===== src/rtl/fetch_unit.sv =====
// LEGv8 instruction fetch stage: owns the PC, runs a one-outstanding req/ack
// handshake to instruction memory, and feeds decode through an IF/ID register with a one-entry skid buffer.
module fetch_unit #(
    parameter logic [63:0] RESET_PC = 64'd0
) (
    input  logic        clk,
    input  logic        reset,
    output logic        imem_req,
    output logic [63:0] imem_addr,
    input  logic        imem_ack,
    input  logic [31:0] imem_data,
    input  logic        br_taken,
    input  logic [63:0] br_target,
    input  logic        id_stall,
    output logic        id_valid,
    output logic [31:0] id_instr,
    output logic [63:0] id_pc
);

    typedef enum logic [1:0] {BOOT, RUN, HOLD, KILL} state_t;

    typedef struct packed {
        logic        valid;
        logic [31:0] instr;
        logic [63:0] pc;
    } slot_t;

    state_t      state, state_n;
    logic [63:0] pc, pc_n;
    logic [63:0] kill_addr, kill_n;
    slot_t       skid, skid_n;
    slot_t       ifid, ifid_n;
    logic        req_n;
    logic [63:0] addr_n;
    logic        ack;
    logic        slot_free;

    assign ack       = imem_req && imem_ack;
    assign slot_free = !ifid.valid || !id_stall;

    always_comb begin
        state_n = state;
        pc_n    = pc;
        kill_n  = kill_addr;
        skid_n  = skid;
        ifid_n  = ifid;

        if (ifid.valid && !id_stall)
            ifid_n.valid = 1'b0;

        unique case (state)
            BOOT: state_n = RUN;
            RUN: begin
                if (ack) begin
                    pc_n = pc + 64'd4;
                    if (slot_free) begin
                        ifid_n = '{valid: 1'b1, instr: imem_data, pc: pc};
                    end else begin
                        skid_n  = '{valid: 1'b1, instr: imem_data, pc: pc};
                        state_n = HOLD;
                    end
                end
            end
            HOLD: begin
                if (!id_stall) begin
                    ifid_n       = skid;
                    skid_n.valid = 1'b0;
                    state_n      = RUN;
                end
            end
            KILL: begin
                if (ack)
                    state_n = RUN;
            end
            default: state_n = BOOT;
        endcase

        // Redirect wins over everything, including a stalled decode.
        if (br_taken) begin
            pc_n         = br_target;
            ifid_n.valid = 1'b0;
            skid_n.valid = 1'b0;
            unique case (state)
                RUN: begin
                    if (!ack) begin
                        kill_n  = pc;
                        state_n = KILL;
                    end else begin
                        state_n = RUN;
                    end
                end
                KILL:    state_n = KILL;
                default: state_n = RUN;
            endcase
        end

        req_n  = (state_n == RUN) || (state_n == KILL);
        addr_n = (state_n == KILL) ? kill_n : pc_n;
    end

    always_ff @(posedge clk or negedge reset) begin
        if (!reset) begin
            state     <= BOOT;
            pc        <= RESET_PC;
            kill_addr <= '0;
            skid      <= '0;
            ifid      <= '0;
            imem_req  <= 1'b0;
            imem_addr <= RESET_PC;
        end else begin
            state     <= state_n;
            pc        <= pc_n;
            kill_addr <= kill_n;
            skid      <= skid_n;
            ifid      <= ifid_n;
            imem_req  <= req_n;
            imem_addr <= addr_n;
        end
    end

    assign id_valid = ifid.valid;
    assign id_instr = ifid.instr;
    assign id_pc    = ifid.pc;

endmodule


===== config.mk =====
export PLATFORM = sky130hd
export DESIGN_NAME = fetch_unit
export DESIGN_NICKNAME = d
export VERILOG_FILES = /design/src/rtl/fetch_unit.sv
export SDC_FILE = /design/constraint.sdc
export NUM_CORES = 1
export LEC_CHECK = 0
export ABC_AREA = 1
export BUFFER_PORTS_ARGS = -buffer_cell sky130_fd_sc_hd__buf_4
export CELL_PAD_IN_SITES_DETAIL_PLACEMENT = 1
export CELL_PAD_IN_SITES_GLOBAL_PLACEMENT = 1
export CORE_MARGIN = 10
export CORE_UTILIZATION = 30
export DETAILED_ROUTE_END_ITERATION = 8
export GPL_TIMING_DRIVEN = 0
export MAX_ROUTING_LAYER = met4
export PLACE_DENSITY_LB_ADDON = 0.15
export SYNTH_ARGS = -nofsm -noshare
export SYNTH_HDL_FRONTEND = slang
export SYNTH_SLANG_ARGS = --single-unit

===== constraint.sdc =====
create_clock -name clk -period 5.2 [get_ports clk]
set_input_delay 1.04 -clock clk [delete_from_list [all_inputs] [get_ports clk]]
set_output_delay 1.04 -clock clk [all_outputs]
set_load 0.01 [all_outputs]

==> impl_summary.md <==
Yosys
The distinct cell type count of the synthesized netlist is 36. The number of nets handed over by synthesis was 2185. The number of storage elements in the synthesis netlist is between 300 and 400. The largest total area in the synthesized netlist belongs to sky130_fd_sc_hd__dfrtp_1. The instance count of the mapped netlist is 2078. By area the synthesized netlist is led by sky130_fd_sc_hd__dfrtp_1, sky130_fd_sc_hd__nand2_1, sky130_fd_sc_hd__o21ai_0. The synthesized design contains 0 enable-type register cells.

A synthesized cell averages 8.402 um^2. The count of yosys warnings during synthesis is 0. Of all flip-flops after synthesis, the portion carrying an async set or reset was 1.000.

The cell area after synthesis is 17460 um^2. The share of synthesized area occupied by flip-flops and latches is 0.5561. The flip-flop cell with the highest count after synthesis is sky130_fd_sc_hd__dfrtp_1. The share of synthesized area in the top cell type comes to 0.5561.

Global route
The number of antenna violations at the first check in global routing is 2. The first global-routing pass estimated approximately 110 mm of wire. In the global route stage, overall resource usage came out at 0.2119.

The overflow left after global routing is 0. The largest net degree at the start of global routing is 117. The via count of the first global-routing pass is 16.65k.

Clock tree
The clock latency on the worst-skew pair is 0.59 ns. The TritonCTS clock tree is built. The number of buffers added to fix hold violations after cts is 0. Counting every sink on the clock net gives 388. The H-tree depth is 2. After clock tree synthesis, the clock-pin slew on the worst setup and hold paths is 0.06 ns.

The maximum clock insertion buffer count is 3. The clock tree root driver cell is sky130_fd_sc_hd__clkbuf_16. The post-CTS setup-driven buffer insertion count is 0. Post-CTS repair changed the size of 0 cells. The number of buffers inserted during clock tree synthesis is 47.

Power and ir drop
The share of total power in sequential cells is 0.361. The power spent charging and discharging nets is a little over 0.005 W. The worst-case IR drop observed on VDD is 291.0 uV. Of the total power, the clock network draws 0.261. The combinational power share is 0.378. Dividing total power by cell area gives a power density of 591.0 nW/um^2. The cell internal power dissipation is 0.007945 W. The net switching share of the total power is 0.3898. Summed over all cells, the static leakage comes to 10.63 nW.

Placed design
During placement, the flow inserted port buffers numbering 261. Detailed placement finished with a half-perimeter wire length of between 50 and 60 mm. The congestion estimate from routability-driven global placement came to slightly above 0.9. OpenSTA, run right after detailed placement, puts the worst setup slack at just over 0.9 ns.

Setup path
The number of buffers and inverters on the critical path is 5. On the worst path, the slowest cell contributes a delay of 0.84 ns. The data arrival time of the critical path is between 4 and 5 ns. The kind of start point of the critical path is a register. The cell type group with the largest total delay on the critical path is buffers and inverters. The cell with the largest stage delay on the worst path is sky130_fd_sc_hd__nand2_1. Traced cell by cell, the critical path runs through inv_1, ha_1, inv_2, nor2_2, inv_2, nand2_1, a21oi_2, nand2_1, buf_2, buf_1, o22ai_1. The required time of the worst setup path is 5.68 ns. The element type at the critical path end is a register. Along the worst path, the maximum fanout reaches 10. The critical path class is reg2reg.

Cells and area
The post-layout utilization of the core is 0.3819. The final layout contains about 2.5k nets. The layout has ~6.8k filler cells. The most common cell after layout, fill and taps aside is sky130_fd_sc_hd__nand2_1.

The area added between synthesis and finish is 26.19%. The top cell types in the final layout, fill and taps aside, are sky130_fd_sc_hd__nand2_1, sky130_fd_sc_hd__dfrtp_1, sky130_fd_sc_hd__buf_4, sky130_fd_sc_hd__inv_1, sky130_fd_sc_hd__o21ai_0. The number of diodes added for antenna fixing is 0. Of the cells placed in the final design, the portion with a size suffix greater than 1 is 0.1668.

Route
For this block, the initial DRC count from the detailed router was between 1k and 1.5k. Summed over all layers, the routed wires come to 71.40 mm. The detailed-route via count is 15.67k.

The via density per instance is 4.916. In this run the remaining antenna-violating nets after routing total 0. The number of optimization iterations in the first detailed-route pass is 7. The remaining routing DRC violations is 0. After detailed routing, the average wire length per cell comes to between 20 and 25 um.

Timing
The clock tree skew after final layout is 0.01854 ns. The final count of pins violating max slew is 0. The achievable clock frequency is about 260 MHz. The final number of setup-violating endpoints is 0. The portion of the clock cycle consumed by the worst path in the final layout is 0.7474. Setup repair after global routing left no endpoint under its margin. Setup slack closes at 1.313 ns. The remaining max-slew budget at the tightest pin is 0.2805. After layout, the minimum clock period comes to 3.887 ns. The actual slew at the worst max-slew pin is between 1 and 1.5 ns.

The final hold violation count is 0.

Floorplanning
The area enclosed by the die boundary is 68250 um^2. The area of the core region is 57700 um^2. The number of placement rows is 88. The initial utilization of the core area, before any placement, comes to 0.3026. The top-level I/O count is 263. The die is 261.2 um tall.

The die span in x is 261.2 um.

Min path
The path class of the tightest hold or removal check is in2async.

Run
Max-cap violations in this run came to 0.

Outcome
The run finished with clean final reports.
-- power groups by stage --
stage                     registers, W  logic (W)  clock network [W]
after floorplan                0.00489    0.00230                  0
after global placement         0.00470    0.00490                  0
after detailed placement       0.00474    0.00499                  0
after CTS                      0.00471    0.00502            0.00348
after global routing           0.00483    0.00545            0.00361
final                          0.00470    0.00493            0.00340
-- per-stage QoR --
stage | area [um^2] | cells | hold WS, ns | setup TNS [ns] | power [W]
2_1_floorplan | 17460 | 2078 | 0.4492 | 0 | 0.007189
3_3_place_gp | 20380 | 3104 | 0.4618 | -370.43 | 0.009603
3_5_place_dp | 20470 | 3107 | 0.4653 | 0 | 0.009732
4_1_cts | 22030 | 3187 | 0.3775 | 0 | 0.01320
5_1_grt | 22030 | 3187 | 0.4028 | 0 | 0.01389
6_report | 22030 | 3187 | 0.3821 | 0 | 0.01302
-- cell usage after synthesis (2+ instances only) --
cell type / number
sky130_fd_sc_hd__nor2_2: 6
sky130_fd_sc_hd__o211ai_1: 5
sky130_fd_sc_hd__buf_1: 10
sky130_fd_sc_hd__o21a_1: 3
sky130_fd_sc_hd__o21ai_1: 8
sky130_fd_sc_hd__nor2_1: 122
sky130_fd_sc_hd__nand3b_1: 2
sky130_fd_sc_hd__o22ai_1: 96
sky130_fd_sc_hd__buf_6: 3
sky130_fd_sc_hd__a21boi_1: 4
sky130_fd_sc_hd__a21oi_1: 14
sky130_fd_sc_hd__clkbuf_1: 71
sky130_fd_sc_hd__xor2_1: 13
sky130_fd_sc_hd__inv_1: 212
sky130_fd_sc_hd__a22oi_1: 95
sky130_fd_sc_hd__inv_2: 8
sky130_fd_sc_hd__and2_1: 9
sky130_fd_sc_hd__dfrtp_1: 388
sky130_fd_sc_hd__a31oi_1: 2
sky130_fd_sc_hd__nand2_2: 2
sky130_fd_sc_hd__ha_1: 6
sky130_fd_sc_hd__or2_2: 24
sky130_fd_sc_hd__nand4_1: 14
sky130_fd_sc_hd__a21boi_0: 12
sky130_fd_sc_hd__nor3_1: 12
sky130_fd_sc_hd__buf_2: 20
sky130_fd_sc_hd__o21ai_0: 165
sky130_fd_sc_hd__nand3_1: 92
sky130_fd_sc_hd__nand2_1: 653
-- routing by layer --
| metal | part of all wire | wire length [um] | GRT usage |
|---|---|---|---|
| met5 | 0 | 0 | - |
| met3 | 0.047 | 3376 | 0.03186 |
| met1 | 0.47 | 33300 | 0.2844 |
| met4 | 0.019 | 1351 | 0.04607 |
| met2 | 0.47 | 33380 | 0.3347 |
-- kinds of logic (layout without fill, tap and decap cells) --
kind of cell | after synthesis | count (layout) | share of synthesized area
buffers and inverters | 325 | 669 | 0.07281
AOI/OAI and AO/OA | 408 | 408 | 0.1423
and+or+nand+nor | 938 | 938 | 0.2180
adders and majority gates | 6 | 6 | 0.004300
DFF | 388 | 388 | 0.5561
xor gates and xnor gates | 13 | 13 | 0.006521
-- area by class of cell --
cell class | instances | area (um^2) | share of cell area
Timing Repair Buffer | 264 | 2049 | 0.09302
Multi-Input combinational cell | 1365 | 6479 | 0.2941
Clock buffer | 64 | 1353 | 0.06139
Tap cell | 765 | 957.2 | 0.04344
Buffer | 105 | 445.4 | 0.02022
Inverter | 220 | 825.8 | 0.03748
Sequential cell | 388 | 9709 | 0.4407
Clock inverter | 16 | 214.0 | 0.009711
-- flip-flops by register name, indices dropped and copies added (netlist names) --
register   count
skid          97
id_pc         64
imem_addr     64
kill_addr     64
pc            64
id_instr      32
state          2
id_valid       1
-- final timing paths --
path	start	endpoint	slack, ns	depth (start not counted)
min in group clk	skid[75]	skid[75]	0.48	2
setup / recovery	state[1]	id_instr[4]	1.31	11
hold reg to reg	skid[75]	skid[75]	0.48	2
setup reg to reg	state[1]	id_instr[4]	1.31	11
max in group asynchronous	reset	kill_addr[39]	3.29	3
hold / removal	reset	id_instr[8]	0.38	1
Note: power is estimated with default switching activity, not from simulation.
